[config.mk]
export PLATFORM = sky130hd
export DESIGN_NAME = apb_req_bridge
export DESIGN_NICKNAME = d
export VERILOG_FILES = /design/src/rtl/apb_req_bridge.sv
export SDC_FILE = /design/constraint.sdc
export NUM_CORES = 1
export LEC_CHECK = 0
export ABC_AREA = 1
export ABC_CLOCK_PERIOD_IN_PS = 1550
export CORE_AREA = 2 2 124 126
export DETAILED_ROUTE_END_ITERATION = 10
export DIE_AREA = 0 0 126 128
export DONT_BUFFER_PORTS = 1
export GPL_TIMING_DRIVEN = 0
export HOLD_SLACK_MARGIN = 0.12
export SLEW_MARGIN = 20
export SYNTH_ARGS = -nofsm -noshare
export SYNTH_HDL_FRONTEND = slang
export SYNTH_SLANG_ARGS = --single-unit
[constraint.sdc]
create_clock -name pclk -period 1.55 [get_ports pclk]
set_clock_uncertainty 0.1 [all_clocks]
set_input_delay 0.2325 -clock pclk [delete_from_list [all_inputs] [get_ports pclk]]
set_output_delay 0.2325 -clock pclk [all_outputs]
set_load 0.005 [all_outputs]
[src/rtl/apb_req_bridge.sv]
// APB4 requester: turns a valid/ready command stream into APB transfers on one of
// NUM_SLAVES peripherals, with address decode, wait-state timeout and one response per command.
module apb_req_bridge #(
  parameter int ADDR_WIDTH = 32,
  parameter int DATA_WIDTH = 32,
  parameter int STRB_WIDTH = DATA_WIDTH / 8,
  parameter int NUM_SLAVES = 4,
  parameter int WIN_BITS   = 12,
  parameter int TIMEOUT    = 16
) (
  input  logic                             pclk,
  input  logic                             preset,
  input  logic                             cmd_valid,
  output logic                             cmd_ready,
  input  logic [ADDR_WIDTH-1:0]            cmd_addr,
  input  logic                             cmd_write,
  input  logic [DATA_WIDTH-1:0]            cmd_wdata,
  input  logic [STRB_WIDTH-1:0]            cmd_strb,
  input  logic [2:0]                       cmd_prot,
  output logic                             rsp_valid,
  output logic [DATA_WIDTH-1:0]            rsp_rdata,
  output logic                             rsp_err,
  output logic                             rsp_timeout,
  output logic [ADDR_WIDTH-1:0]            paddr,
  output logic                             pwrite,
  output logic [DATA_WIDTH-1:0]            pwdata,
  output logic [STRB_WIDTH-1:0]            pstrb,
  output logic [2:0]                       pprot,
  output logic [NUM_SLAVES-1:0]            psel,
  output logic                             penable,
  input  logic [NUM_SLAVES*DATA_WIDTH-1:0] prdata,
  input  logic [NUM_SLAVES-1:0]            pready,
  input  logic [NUM_SLAVES-1:0]            pslverr
);

  localparam int IDX_BITS = (NUM_SLAVES > 1) ? $clog2(NUM_SLAVES) : 0;
  localparam int IDX_W    = (IDX_BITS > 0) ? IDX_BITS : 1;
  localparam int CNT_W    = $clog2(TIMEOUT + 1);
  localparam logic [CNT_W-1:0] CNT_LAST = CNT_W'(TIMEOUT - 1);

  typedef enum logic [1:0] {IDLE, SETUP, ACCESS, DERR} state_e;

  state_e                  state_q;
  logic                    cmd_ready_q;
  logic [IDX_W-1:0]        idx_q;
  logic [CNT_W-1:0]        count_q;
  logic [ADDR_WIDTH-1:0]   paddr_q;
  logic                    pwrite_q;
  logic [DATA_WIDTH-1:0]   pwdata_q;
  logic [STRB_WIDTH-1:0]   pstrb_q;
  logic [2:0]              pprot_q;
  logic [NUM_SLAVES-1:0]   psel_q;
  logic                    penable_q;
  logic                    rsp_valid_q;
  logic [DATA_WIDTH-1:0]   rsp_rdata_q;
  logic                    rsp_err_q;
  logic                    rsp_timeout_q;

  logic [IDX_W-1:0]        cmd_idx;
  logic                    cmd_legal;
  logic [NUM_SLAVES-1:0]   cmd_onehot;
  logic [DATA_WIDTH-1:0]   sel_rdata;
  logic                    sel_ready;
  logic                    sel_err;

  // With a single peripheral there is no index field; only the window check remains.
  always_comb begin
    // NOTE: every combinational output gets a default first so no path leaves it unassigned (no latch).
    cmd_idx    = '0;
    cmd_onehot = '0;
    if (IDX_BITS > 0) cmd_idx = cmd_addr[WIN_BITS +: IDX_W];
    cmd_legal = ((cmd_addr >> (WIN_BITS + IDX_BITS)) == '0) && (int'(cmd_idx) < NUM_SLAVES);
    for (int i = 0; i < NUM_SLAVES; i++) begin
      if (int'(cmd_idx) == i) cmd_onehot[i] = 1'b1;
    end
  end

  // Only the addressed slave's completion, error and data are ever looked at.
  always_comb begin
    sel_rdata = '0;
    sel_ready = 1'b0;
    sel_err   = 1'b0;
    for (int i = 0; i < NUM_SLAVES; i++) begin
      if (int'(idx_q) == i) begin
        sel_rdata = prdata[i*DATA_WIDTH +: DATA_WIDTH];
        sel_ready = pready[i];
        sel_err   = pslverr[i];
      end
    end
  end

  always_ff @(posedge pclk) begin
    // NOTE: sequential state uses non-blocking assignments so every register sees pre-edge values.
    if (preset) begin
      state_q       <= IDLE;
      cmd_ready_q   <= 1'b0;
      idx_q         <= '0;
      count_q       <= '0;
      paddr_q       <= '0;
      pwrite_q      <= 1'b0;
      pwdata_q      <= '0;
      pstrb_q       <= '0;
      pprot_q       <= '0;
      psel_q        <= '0;
      penable_q     <= 1'b0;
      rsp_valid_q   <= 1'b0;
      rsp_rdata_q   <= '0;
      rsp_err_q     <= 1'b0;
      rsp_timeout_q <= 1'b0;
    end else begin
      rsp_valid_q   <= 1'b0;
      rsp_rdata_q   <= '0;
      rsp_err_q     <= 1'b0;
      rsp_timeout_q <= 1'b0;
      case (state_q)
        IDLE: begin
          if (cmd_valid && cmd_ready_q) begin
            cmd_ready_q <= 1'b0;
            if (cmd_legal) begin
              paddr_q  <= cmd_addr;
              pwrite_q <= cmd_write;
              pwdata_q <= cmd_wdata;
              pstrb_q  <= cmd_write ? cmd_strb : '0;
              pprot_q  <= cmd_prot;
              idx_q    <= cmd_idx;
              psel_q   <= cmd_onehot;
              state_q  <= SETUP;
            end else begin
              state_q <= DERR;
            end
          end else begin
            cmd_ready_q <= 1'b1;
          end
        end
        SETUP: begin
          penable_q <= 1'b1;
          count_q   <= '0;
          state_q   <= ACCESS;
        end
        ACCESS: begin
          // A ready on the edge that would otherwise time out still completes normally.
          if (sel_ready) begin
            psel_q      <= '0;
            penable_q   <= 1'b0;
            rsp_valid_q <= 1'b1;
            rsp_err_q   <= sel_err;
            rsp_rdata_q <= (!pwrite_q && !sel_err) ? sel_rdata : '0;
            cmd_ready_q <= 1'b1;
            state_q     <= IDLE;
          end else if (count_q == CNT_LAST) begin
            psel_q        <= '0;
            penable_q     <= 1'b0;
            rsp_valid_q   <= 1'b1;
            rsp_err_q     <= 1'b1;
            rsp_timeout_q <= 1'b1;
            cmd_ready_q   <= 1'b1;
            state_q       <= IDLE;
          end else begin
            count_q <= count_q + CNT_W'(1);
          end
        end
        DERR: begin
          rsp_valid_q <= 1'b1;
          rsp_err_q   <= 1'b1;
          cmd_ready_q <= 1'b1;
          state_q     <= IDLE;
        end
        default: state_q <= IDLE;
      endcase
    end
  end

  assign cmd_ready   = cmd_ready_q;
  assign paddr       = paddr_q;
  assign pwrite      = pwrite_q;
  assign pwdata      = pwdata_q;
  assign pstrb       = pstrb_q;
  assign pprot       = pprot_q;
  assign psel        = psel_q;
  assign penable     = penable_q;
  assign rsp_valid   = rsp_valid_q;
  assign rsp_rdata   = rsp_rdata_q;
  assign rsp_err     = rsp_err_q;
  assign rsp_timeout = rsp_timeout_q;

endmodule

==> results.py, run 1 <==
metrics = {
    "status": {
        "outcome": "complete, but fails checks",
        "violations": "negative setup slack",
    },
    "power_and_ir_drop": {
        "seqPwrFrac_pct": 38.1,
        "power_frac_comb_pct": 11.8,
        "power_density_nw_per_um2": 1020,
        "p_clk_share_pct": 50.2,
        "ir_worst_vdd_v": 0.000755,
        "p_leak_nw": 3.42,
        "switching_share_pct": 23.3,
        "internal-power_mw": 6.49,
        "p_sw_mw": 1.97,
    },
    "place": {
        "routabilityCongestion": 0.768,
        "dpl_cell_area_sq_um": 5180,
        "placedCellCount": 873,
        "port_buffers": 0,
        "dp_hpwl_um": 12400,
    },
    "timing": {
        "setup_violations": 43,
        "fmax_mhz": 580,
        "slew_headroom_pct": 61.3,
        "finalHoldViolations": 0,
        "fin_crit_sh_pct": 111,
        "fin_crit_ns": 1.73,
        "setup_ws_ns": -0.175,
        "holdWs_ns": 0.125,
        "finalMaxSlewViolations": 0,
        "finalSetupTns_ns": -4.14,
        "rsz0062_at_grt": "true",
        "worstMarginPinSlew_ns": 0.581,
    },
    "critical_path": {
        "worstPathRequired_ns": 1.81,
        "cp.arrival_ns": 1.98,
        "r2r_start": "idx_q[0]$_SDFFE_PP0P_",
        "endpoint": "rsp_rdata[0]$_SDFF_PP0_",
        "worstSetupPathType": "register to register",
        "cp-end-kind": "register",
        "path_max_fanout": 10,
        "r2r_end": "rsp_rdata[0]$_SDFF_PP0_",
        "rrSetupSlack_ns": -0.18,
        "worst-r2r-cell-count": 7,
        "cp-start-kind": "register",
        "worstSetupStartpoint": "idx_q[0]$_SDFFE_PP0P_",
    },
    "synthesis": {
        "ys.warnings.count": 0,
        "syn_avg_cell_area_sq_um": 7.22,
        "synthCells": 685,
        "netlist_area_sq_um": 4950,
        "ys_seq_area_share_pct": 48.6,
        "syn_nets": 898,
        "ys_types": 27,
        "ys_ff_latch": 120,
    },
    "grt": {
        "grt_pass1_vias": 5757,
        "grt_start_max_net_pins": 17,
        "grt_pass1_wl_um": 30000,
        "grtUsageTotal_pct": 23.5,
        "gr-total-overflow": 0,
        "grt_antenna_before_repair": 0,
    },
    "finish": {
        "syn_to_final_growth_pct": 68.5,
        "antennaDiodeCount": 0,
        "final_util_pct": 56.1,
        "final_common_cell": "dlygate4sd3_1",
        "layout-drive-gt1-share_pct": 17.6,
        "stdcell_area_sq_um": 8340,
        "nets": 1122,
        "final_cells": 1109,
        "final_cell_mix": "181 x dlygate4sd3_1, 114 x dfxtp_1, 97 x nand2_1, 84 x inv_1, 73 x o21ai_0",
    },
    "run": {
        "cap_violations": 0,
    },
    "die": {
        "ios": 324,
        "die-area_sq_um": 16100,
        "die_y_um": 128,
        "fp-row-count": 45,
        "core_sq_um": 14900,
        "start_util_pct": 33.3,
        "die_w_um": 126,
    },
    "detailed_routing": {
        "wl_per_cell_um": 18.3,
        "wl_met3_um": 1840,
        "via_count": 5719,
        "m1WireLength_um": 7510,
        "drc": 0,
        "viasPerCell": 5.16,
        "firstDrtPassIters": 5,
        "drt_iter0_markers": 249,
        "wirelength_um": 20300,
        "wl_met2_um": 10200,
        "ant_nets": 0,
        "routed.top_layer": "met4",
    },
    "cts": {
        "clk_pin_slew_worst_paths_ns": 0.06,
        "clkSinkCount": 120,
        "root_buffer": "clkbuf_16",
        "cts_max_level": 4,
        "clk-insertion-delay-late_ns": 0.41,
        "cts.path.max_buffers": 2,
        "cts_tree": "yes",
        "cts_buffers": 17,
    },
    "worst_hold_path": {
        "hold_path_class": "primary input to register",
    },
}
final cells by class:
cell class | count | area, sq um
multi-input combinational | 432 | 2310
clock inverter | 11 | 170
buffer | 42 | 333
timing repair buffer | 205 | 2050
inverter | 91 | 354
tap | 188 | 235
fill | 1274 | 6530
clock buffer | 20 | 467
sequential | 120 | 2420
sequential cells by signal, summed over array words and instances (netlist names):
name         cells
rsp_rdata       32
rsp_timeout      1
pprot            3
cmd_ready        1
idx_q            1
pwrite           1
rsp_err          1
rsp_valid        1
pstrb            4
penable          1
psel             4
pwdata          32
count_q          5
state_q          2
paddr           31
worst max-delay path: stages (launching register included):
cell and delay, ns:
dfxtp_2 0.36, buf_8 0.15, buf_4 0.13, clkbuf_2 0.25, o21ai_0 0.22, nand3_1 0.19
o21ai_1 0.13, nor2_4 0.13
layer usage:
layer | track usage [%] | vias up
li1 | - | 2666
met1 | 25.5 | 2633
met2 | 41.3 | 350
met3 | 8.18 | 70
met4 | 10.5 | 0
met5 | 0 | -
how the worst min path moves through the flow:
stage	start	to	slack, ns	cells after the start
after CTS	prdata[49]	rsp_rdata[17]$_SDFF_PP0_	0.12	4
after floorplan	preset	count_q[2]$_SDFFE_PP0P_	0.20	1
final	pready[1]	rsp_timeout$_SDFF_PP0_	0.13	6
after global routing	pready[1]	rsp_timeout$_SDFF_PP0_	0.15	6
after global placement	preset	count_q[2]$_SDFFE_PP0P_	0.20	1
after detailed placement	preset	count_q[2]$_SDFFE_PP0P_	0.21	1
power groups by stage:
stage	combinational, mW	sequential, mW	clock, mW
global route	1.08	3.23	4.47
CTS	0.909	3.21	4.32
floorplan	0.336	3.25	0
detailed placement	0.431	3.27	0
finish	0.996	3.22	4.24
global placement	0.428	3.27	0
synth_stat cells:
library cell  count  area [sq um]
clkinv_1          1          3.75
inv_1            88           330
nor2_4            1          11.3
nand3_2           1          10.0
nand2_1         107           402
and2_0            1          6.26
nor2_2            1          6.26
buf_4             2          15.0
nor2_1           57           214
ha_1              2          25.0
nand2_2           1          6.26
xor2_1            1          8.76
or2_1             1          6.26
buf_2             8          40.0
dfxtp_1         120          2400
nor3b_1           1          7.51
buf_1             2          7.51
buf_6             3          33.8
clkbuf_1         27           101
a21oi_1          67           335
or2_0             1          6.26
nand4_1           7          43.8
nand3_1          66           330
inv_2             2          7.51
o21ai_1           3          15.0
nor3_1            3          15.0
o21ai_0         111           556
cell families (layout without fill, tap and decap cells):
kind of cell | count (synthesis) | in the layout | share of synthesized area, %
AND/OR/NAND/NOR | 248 | 248 | 21.5
XOR/XNOR | 1 | 1 | 0.177
buffers and inverters | 133 | 369 | 10.9
AO/OA/AOI/OAI | 181 | 181 | 18.3
adder cells (fa/ha/maj) | 2 | 2 | 0.506
flip-flops | 120 | 120 | 48.6
per-stage QoR:
stage	setup slack [ns]	power (mW)
after floorplan	0.000422	3.59
after global placement	-0.587	3.70
after detailed placement	-0.559	3.70
after CTS	-0.143	8.44
after global routing	-0.241	8.77
final	-0.175	8.46
repair_timing:
| action | in CTS | in global routing |
|---|---|---|
| endpoints found under the hold margin | 98 | 1 |
| setup buffers | 16 | 5 |
| cloned | 4 | 0 |
| gates resized for setup | 86 | 125 |
| hold buffers | 180 | 1 |
| setup endpoints to repair | 119 | 118 |
| pin swaps | 8 | 15 |
Power figures use the tool's default switching activity.
==> run 2, diff against run 1 <==
- RECOVER_POWER: not set -> 25
==> run 2 against run 1 <==
Against the previous run:
- the flow still finishes with violations (negative setup slack)
- final cell count is the same
- hold slack is essentially flat
- non-clock buffer count is the same
- critical endpoint unchanged
==> results.py, run 2 (synthesized netlist as in run 1, its figures left out) <==
metrics = {
    "power_and_ir_drop": {
        "power_density_nw_per_um2": 1010,
        "power_mw": 8.46,
        "p_leak_nw": 3.41,
        "ir_worst_vdd_v": 0.000755,
    },
    "timing": {
        "finalHoldViolations": 0,
        "slew_headroom_pct": 61.3,
        "fin_crit_ns": 1.73,
        "rsz0062_at_grt": "true",
        "fin_crit_sh_pct": 111,
        "finalSetupTns_ns": -4.14,
        "fmax_mhz": 579,
        "worstMarginPinSlew_ns": 0.581,
        "setup_ws_ns": -0.176,
        "setup_violations": 43,
        "holdWs_ns": 0.125,
        "finalMaxSlewViolations": 0,
    },
    "grt": {
        "grt_antenna_before_repair": 0,
        "grtUsageTotal_pct": 23.5,
        "grt_pass1_wl_um": 30000,
        "gr-total-overflow": 0,
        "grt_pass1_vias": 5757,
        "grt_start_max_net_pins": 17,
    },
    "detailed_routing": {
        "ant_nets": 0,
        "firstDrtPassIters": 5,
        "viasPerCell": 5.16,
        "wl_met3_um": 1840,
        "drc": 0,
        "m1WireLength_um": 7500,
        "routed.top_layer": "met4",
        "wl_per_cell_um": 18.3,
        "wl_met2_um": 10200,
        "via_count": 5718,
        "drt_iter0_markers": 248,
        "wirelength_um": 20300,
    },
    "critical_path": {
        "r2r_start": "idx_q[0]$_SDFFE_PP0P_",
        "path_max_fanout": 10,
        "cp.arrival_ns": 1.98,
        "worstPathRequired_ns": 1.81,
        "cp-start-kind": "register",
        "path_buf_inv": 3,
        "critPathTopFamily": "buffers and inverters",
        "worst-path-stages": 7,
        "worst-r2r-cell-count": 7,
        "cpMaxStageDelayCell": "dfxtp_2",
        "worstSetupPathType": "register to register",
        "r2r_end": "rsp_rdata[0]$_SDFF_PP0_",
        "cp-end-kind": "register",
        "rrSetupSlack_ns": -0.18,
        "cpPeakStageDelay_ns": 0.36,
        "path_cells": "buf_8 -> buf_4 -> clkbuf_2 -> o21ai_0 -> nand3_1 -> o21ai_1 -> nor2_4",
    },
    "place": {
        "place_ws_ns": -0.559,
        "placedCellCount": 873,
        "routabilityCongestion": 0.768,
        "dp_hpwl_um": 12400,
        "dpl_cell_area_sq_um": 5180,
        "port_buffers": 0,
    },
    "status": {
        "violations": "negative setup slack",
        "outcome": "complete, but fails checks",
    },
    "cts": {
        "clkSinkCount": 120,
        "root_buffer": "clkbuf_16",
        "clk-insertion-delay-late_ns": 0.41,
        "cts_tree": "yes",
        "cts_buffers": 17,
        "clk_pin_slew_worst_paths_ns": 0.06,
        "cts.path.max_buffers": 2,
        "cts_max_level": 4,
    },
    "die": {
        "start_util_pct": 33.3,
        "fp-row-count": 45,
        "die_w_um": 126,
        "die_y_um": 128,
        "die-area_sq_um": 16100,
        "ios": 324,
        "core_sq_um": 14900,
    },
    "finish": {
        "final_cell_mix": "181 x dlygate4sd3_1, 114 x dfxtp_1, 98 x nand2_1, 84 x inv_1, 73 x o21ai_0",
        "stdcell_area_sq_um": 8330,
        "final_common_cell": "dlygate4sd3_1",
        "final_util_pct": 56.1,
        "layout-drive-gt1-share_pct": 17.5,
        "syn_to_final_growth_pct": 68.5,
        "antennaDiodeCount": 0,
        "nets": 1122,
        "final_cells": 1109,
    },
    "run": {
        "cap_violations": 0,
    },
    "worst_hold_path": {
        "min_path_cells": 6,
        "hold_path_class": "primary input to register",
        "hold_start": "pready[1]",
        "hold-path-endpoint": "rsp_timeout$_SDFF_PP0_",
    },
}
## run 2: changes by cell type in the layout (fill, tap and decap cells not counted)
cell     delta
nand2_1     +1
nand2_2     -1
## run 2: worst max-delay path by stage
stage,from,end,slack (ns)
2_1_floorplan,count_q[0]$_SDFFE_PP0P_,count_q[0]$_SDFFE_PP0P_,0.0004
3_3_place_gp,paddr[13]$_SDFFE_PP0P_,rsp_rdata[21]$_SDFF_PP0_,-0.59
5_1_grt,idx_q[0]$_SDFFE_PP0P_,rsp_rdata[5]$_SDFF_PP0_,-0.24
4_1_cts,paddr[13]$_SDFFE_PP0P_,rsp_rdata[21]$_SDFF_PP0_,-0.14
3_5_place_dp,paddr[13]$_SDFFE_PP0P_,rsp_rdata[21]$_SDFF_PP0_,-0.56
6_report,idx_q[0]$_SDFFE_PP0P_,rsp_rdata[0]$_SDFF_PP0_,-0.18
## run 2: worst min-delay path, cell delays in order
cell     delay (ns)
o21ai_2        0.04
nand3_2        0.05
nand2_2        0.05
inv_2          0.06
buf_4          0.12
nor3_1         0.04
## run 2: final cells by class
class	instances	area, sq um
Clock inverter	11	170
Fill cell	1275	6530
Timing Repair Buffer	205	2050
Sequential cell	120	2420
Tap cell	188	235
Inverter	91	354
Buffer	42	333
Clock buffer	20	467
Multi-Input combinational cell	432	2300
## run 2: report_power, final
group | total [mW] | internal (mW) | switching (mW)
Clock | 4.24 | 2.81 | 1.43
Combinational | 0.993 | 0.522 | 0.471
Sequential | 3.22 | 3.15 | 0.0659
## run 2: per-layer routing
metal  vias to the layer above  global-route usage [%]
met4                         0                    10.5
met1                      2632                    25.5
met3                        71                    8.18
li1                       2666                       -
met5                         -                       0
met2                       349                    41.3
## run 2: repair_timing
item / CTS / global route
hold buffers: 180 / 1
gates resized for setup: 86 / 125
gates cloned: 4 / 0
hold endpoints to repair: 98 / 1
setup buffers: 16 / 5
pin swaps: 8 / 15
endpoints found under the setup margin: 119 / 118
==> run 3, diff against run 2 <==
- CAP_MARGIN: not set -> 0
- CORE_AREA: 2 2 124 126 -> 2 2 127 129
- DIE_AREA: 0 0 126 128 -> 0 0 129 131
==> run 3 against run 2 <==
Against the previous run:
- the run still ends with negative setup slack left
- critical path depth grew 1
- utilization fell by 2.6 points
- hold slack got worse by 0.012 ns
- first-iteration DRC count up 15%
- routed wire length rose by 2.5%
==> results.py, run 3 (synthesized netlist as in run 1, its figures left out) <==
metrics = {
    "grt": {
        "grt_pass1_wl_um": 28900,
        "grtUsageTotal_pct": 22.5,
        "gr-total-overflow": 0,
        "grt_antenna_before_repair": 0,
        "grt_pass1_vias": 5422,
        "grt_start_max_net_pins": 20,
    },
    "power_and_ir_drop": {
        "p_clk_share_pct": 50.5,
        "p_leak_nw": 3.36,
        "internal-power_mw": 6.42,
        "ir_worst_vdd_v": 0.000669,
        "power_density_nw_per_um2": 1030,
        "power_frac_comb_pct": 12.0,
        "p_sw_mw": 2.14,
        "power_mw": 8.56,
        "seqPwrFrac_pct": 37.6,
        "switching_share_pct": 25.0,
    },
    "timing": {
        "holdWs_ns": 0.113,
        "fin_crit_ns": 1.72,
        "rsz0062_at_grt": "true",
        "fin_crit_sh_pct": 111,
        "slew_headroom_pct": 64.3,
        "setup_violations": 43,
        "finalHoldViolations": 0,
        "fmax_mhz": 581,
        "worstMarginPinSlew_ns": 0.536,
        "setup_ws_ns": -0.173,
        "finalMaxSlewViolations": 0,
    },
    "status": {
        "outcome": "complete, but fails checks",
        "violations": "negative setup slack",
    },
    "die": {
        "start_util_pct": 31.7,
        "core_sq_um": 15600,
        "die_y_um": 131,
        "ios": 324,
        "die_w_um": 129,
        "fp-row-count": 46,
        "die-area_sq_um": 16900,
    },
    "detailed_routing": {
        "drt_iter0_markers": 285,
        "drc": 0,
        "wl_per_cell_um": 18.4,
        "via_count": 5556,
        "firstDrtPassIters": 4,
        "ant_nets": 0,
        "viasPerCell": 4.92,
        "wirelength_um": 20800,
    },
    "critical_path": {
        "worstSetupPathType": "register to register",
        "cp-start-kind": "register",
        "path_cells": "buf_8 -> o21ai_2 -> nand3_2 -> nand2_4 -> buf_6 -> nand3_4 -> or2_0 -> a21oi_1",
        "cpPeakStageDelay_ns": 0.41,
        "cp.arrival_ns": 1.95,
        "cp-end-kind": "register",
        "path_max_fanout": 7,
        "worstPathRequired_ns": 1.78,
        "cpMaxStageDelayCell": "dfxtp_4",
        "rrSetupSlack_ns": -0.17,
    },
    "cts": {
        "cts_buffers": 17,
        "cts_tree": "yes",
        "clkSinkCount": 120,
        "cts.path.max_buffers": 2,
        "root_buffer": "clkbuf_16",
        "clk-insertion-delay-late_ns": 0.41,
        "clk_pin_slew_worst_paths_ns": 0.06,
        "cts_max_level": 4,
    },
    "finish": {
        "fillers": 1368,
        "regArea_sq_um": 2420,
        "final_common_cell": "dlygate4sd3_1",
        "nets": 1114,
        "multi_input_area_sq_um": 2350,
        "antennaDiodeCount": 0,
        "final_util_pct": 53.4,
        "syn_to_final_growth_pct": 68.6,
        "final_cell_mix": "179 x dlygate4sd3_1, 114 x dfxtp_1, 95 x nand2_1, 84 x inv_1, 81 x o21ai_0",
        "layout-drive-gt1-share_pct": 17.1,
    },
    "run": {
        "cap_violations": 0,
    },
    "worst_hold_path": {
        "hold_path_class": "primary input to register",
    },
    "place": {
        "dp_hpwl_um": 12800,
        "port_buffers": 0,
        "place_ws_ns": -0.620,
        "routabilityCongestion": 0.744,
    },
}
## run 3: cell count changes in the layout (fill, tap and decap cells not counted), sizes merged
| cell | change |
|---|---|
| clkbuf | -4 |
| clkinvlp | -1 |
| buf | -5 |
| dlygate4sd3 | -2 |
| inv | +5 |
## run 3: stage by stage
step	setup TNS (ns)	instance area [sq um]	std cells
floorplan	0	4950	685
global placement	-36.42	5220	901
detailed placement	-37.96	5220	901
CTS	-4.54	7930	1121
global route	-8.50	8340	1130
finish	-4.84	8340	1130
## run 3: cell type report
class / count / area share [%]
repair buffers: 200 / 24.1
multi-input cells: 432 / 28.1
plain buffers: 39 / 3.51
well taps: 216 / 3.24
clock inverters: 15 / 2.60
flip-flops and latches: 120 / 29.1
inverters: 91 / 4.19
clock buffers: 17 / 5.10
## run 3: final timing paths
| kind | from | to | cells after the start |
|---|---|---|---|
| worst max-delay path | paddr[13]$_SDFFE_PP0P_ | count_q[4]$_SDFFE_PP0P_ | 8 |
| worst min-delay path | prdata[9] | rsp_rdata[9]$_SDFF_PP0_ | 4 |
| worst max register to register | paddr[13]$_SDFFE_PP0P_ | count_q[4]$_SDFFE_PP0P_ | 8 |
| worst min register to register | pwdata[28]$_SDFFE_PP0P_ | pwdata[28]$_SDFFE_PP0P_ | 2 |
## run 3: power groups by stage
stage          clock network [mW]  logic (mW)  registers (mW)
2_1_floorplan                   0       0.336            3.25
4_1_cts                      4.39       0.910            3.21
6_report                     4.32        1.03            3.22
3_3_place_gp                    0       0.429            3.27
5_1_grt                      4.55        1.12            3.22
3_5_place_dp                    0       0.430            3.27
## run 3: critical path: cells and delay by family (launching register included)
family / cells / cell delay [ns]
AOI/OAI and AO/OA: 2 / 0.32
DFF: 1 / 0.41
buffers and inverters: 2 / 0.26
and+or+nand+nor: 4 / 0.56
## run 3: per-layer routing
metal	global-route usage (%)	share of wire, %	vias to the layer above
met5	0	0	-
met4	9.14	2.7	0
met3	8.84	9.3	50
met2	40.4	50	293
met1	23.6	38	2551
li1	-	-	2662
## run 3: repair_timing
action,4_1_cts,5_1_grt
hold buffers,179,0
setup buffers,8,9
gates cloned,2,2
pin swaps,9,15
endpoints found under the setup margin,118,109
endpoints found under the hold margin,98,0
gates resized for setup,81,124
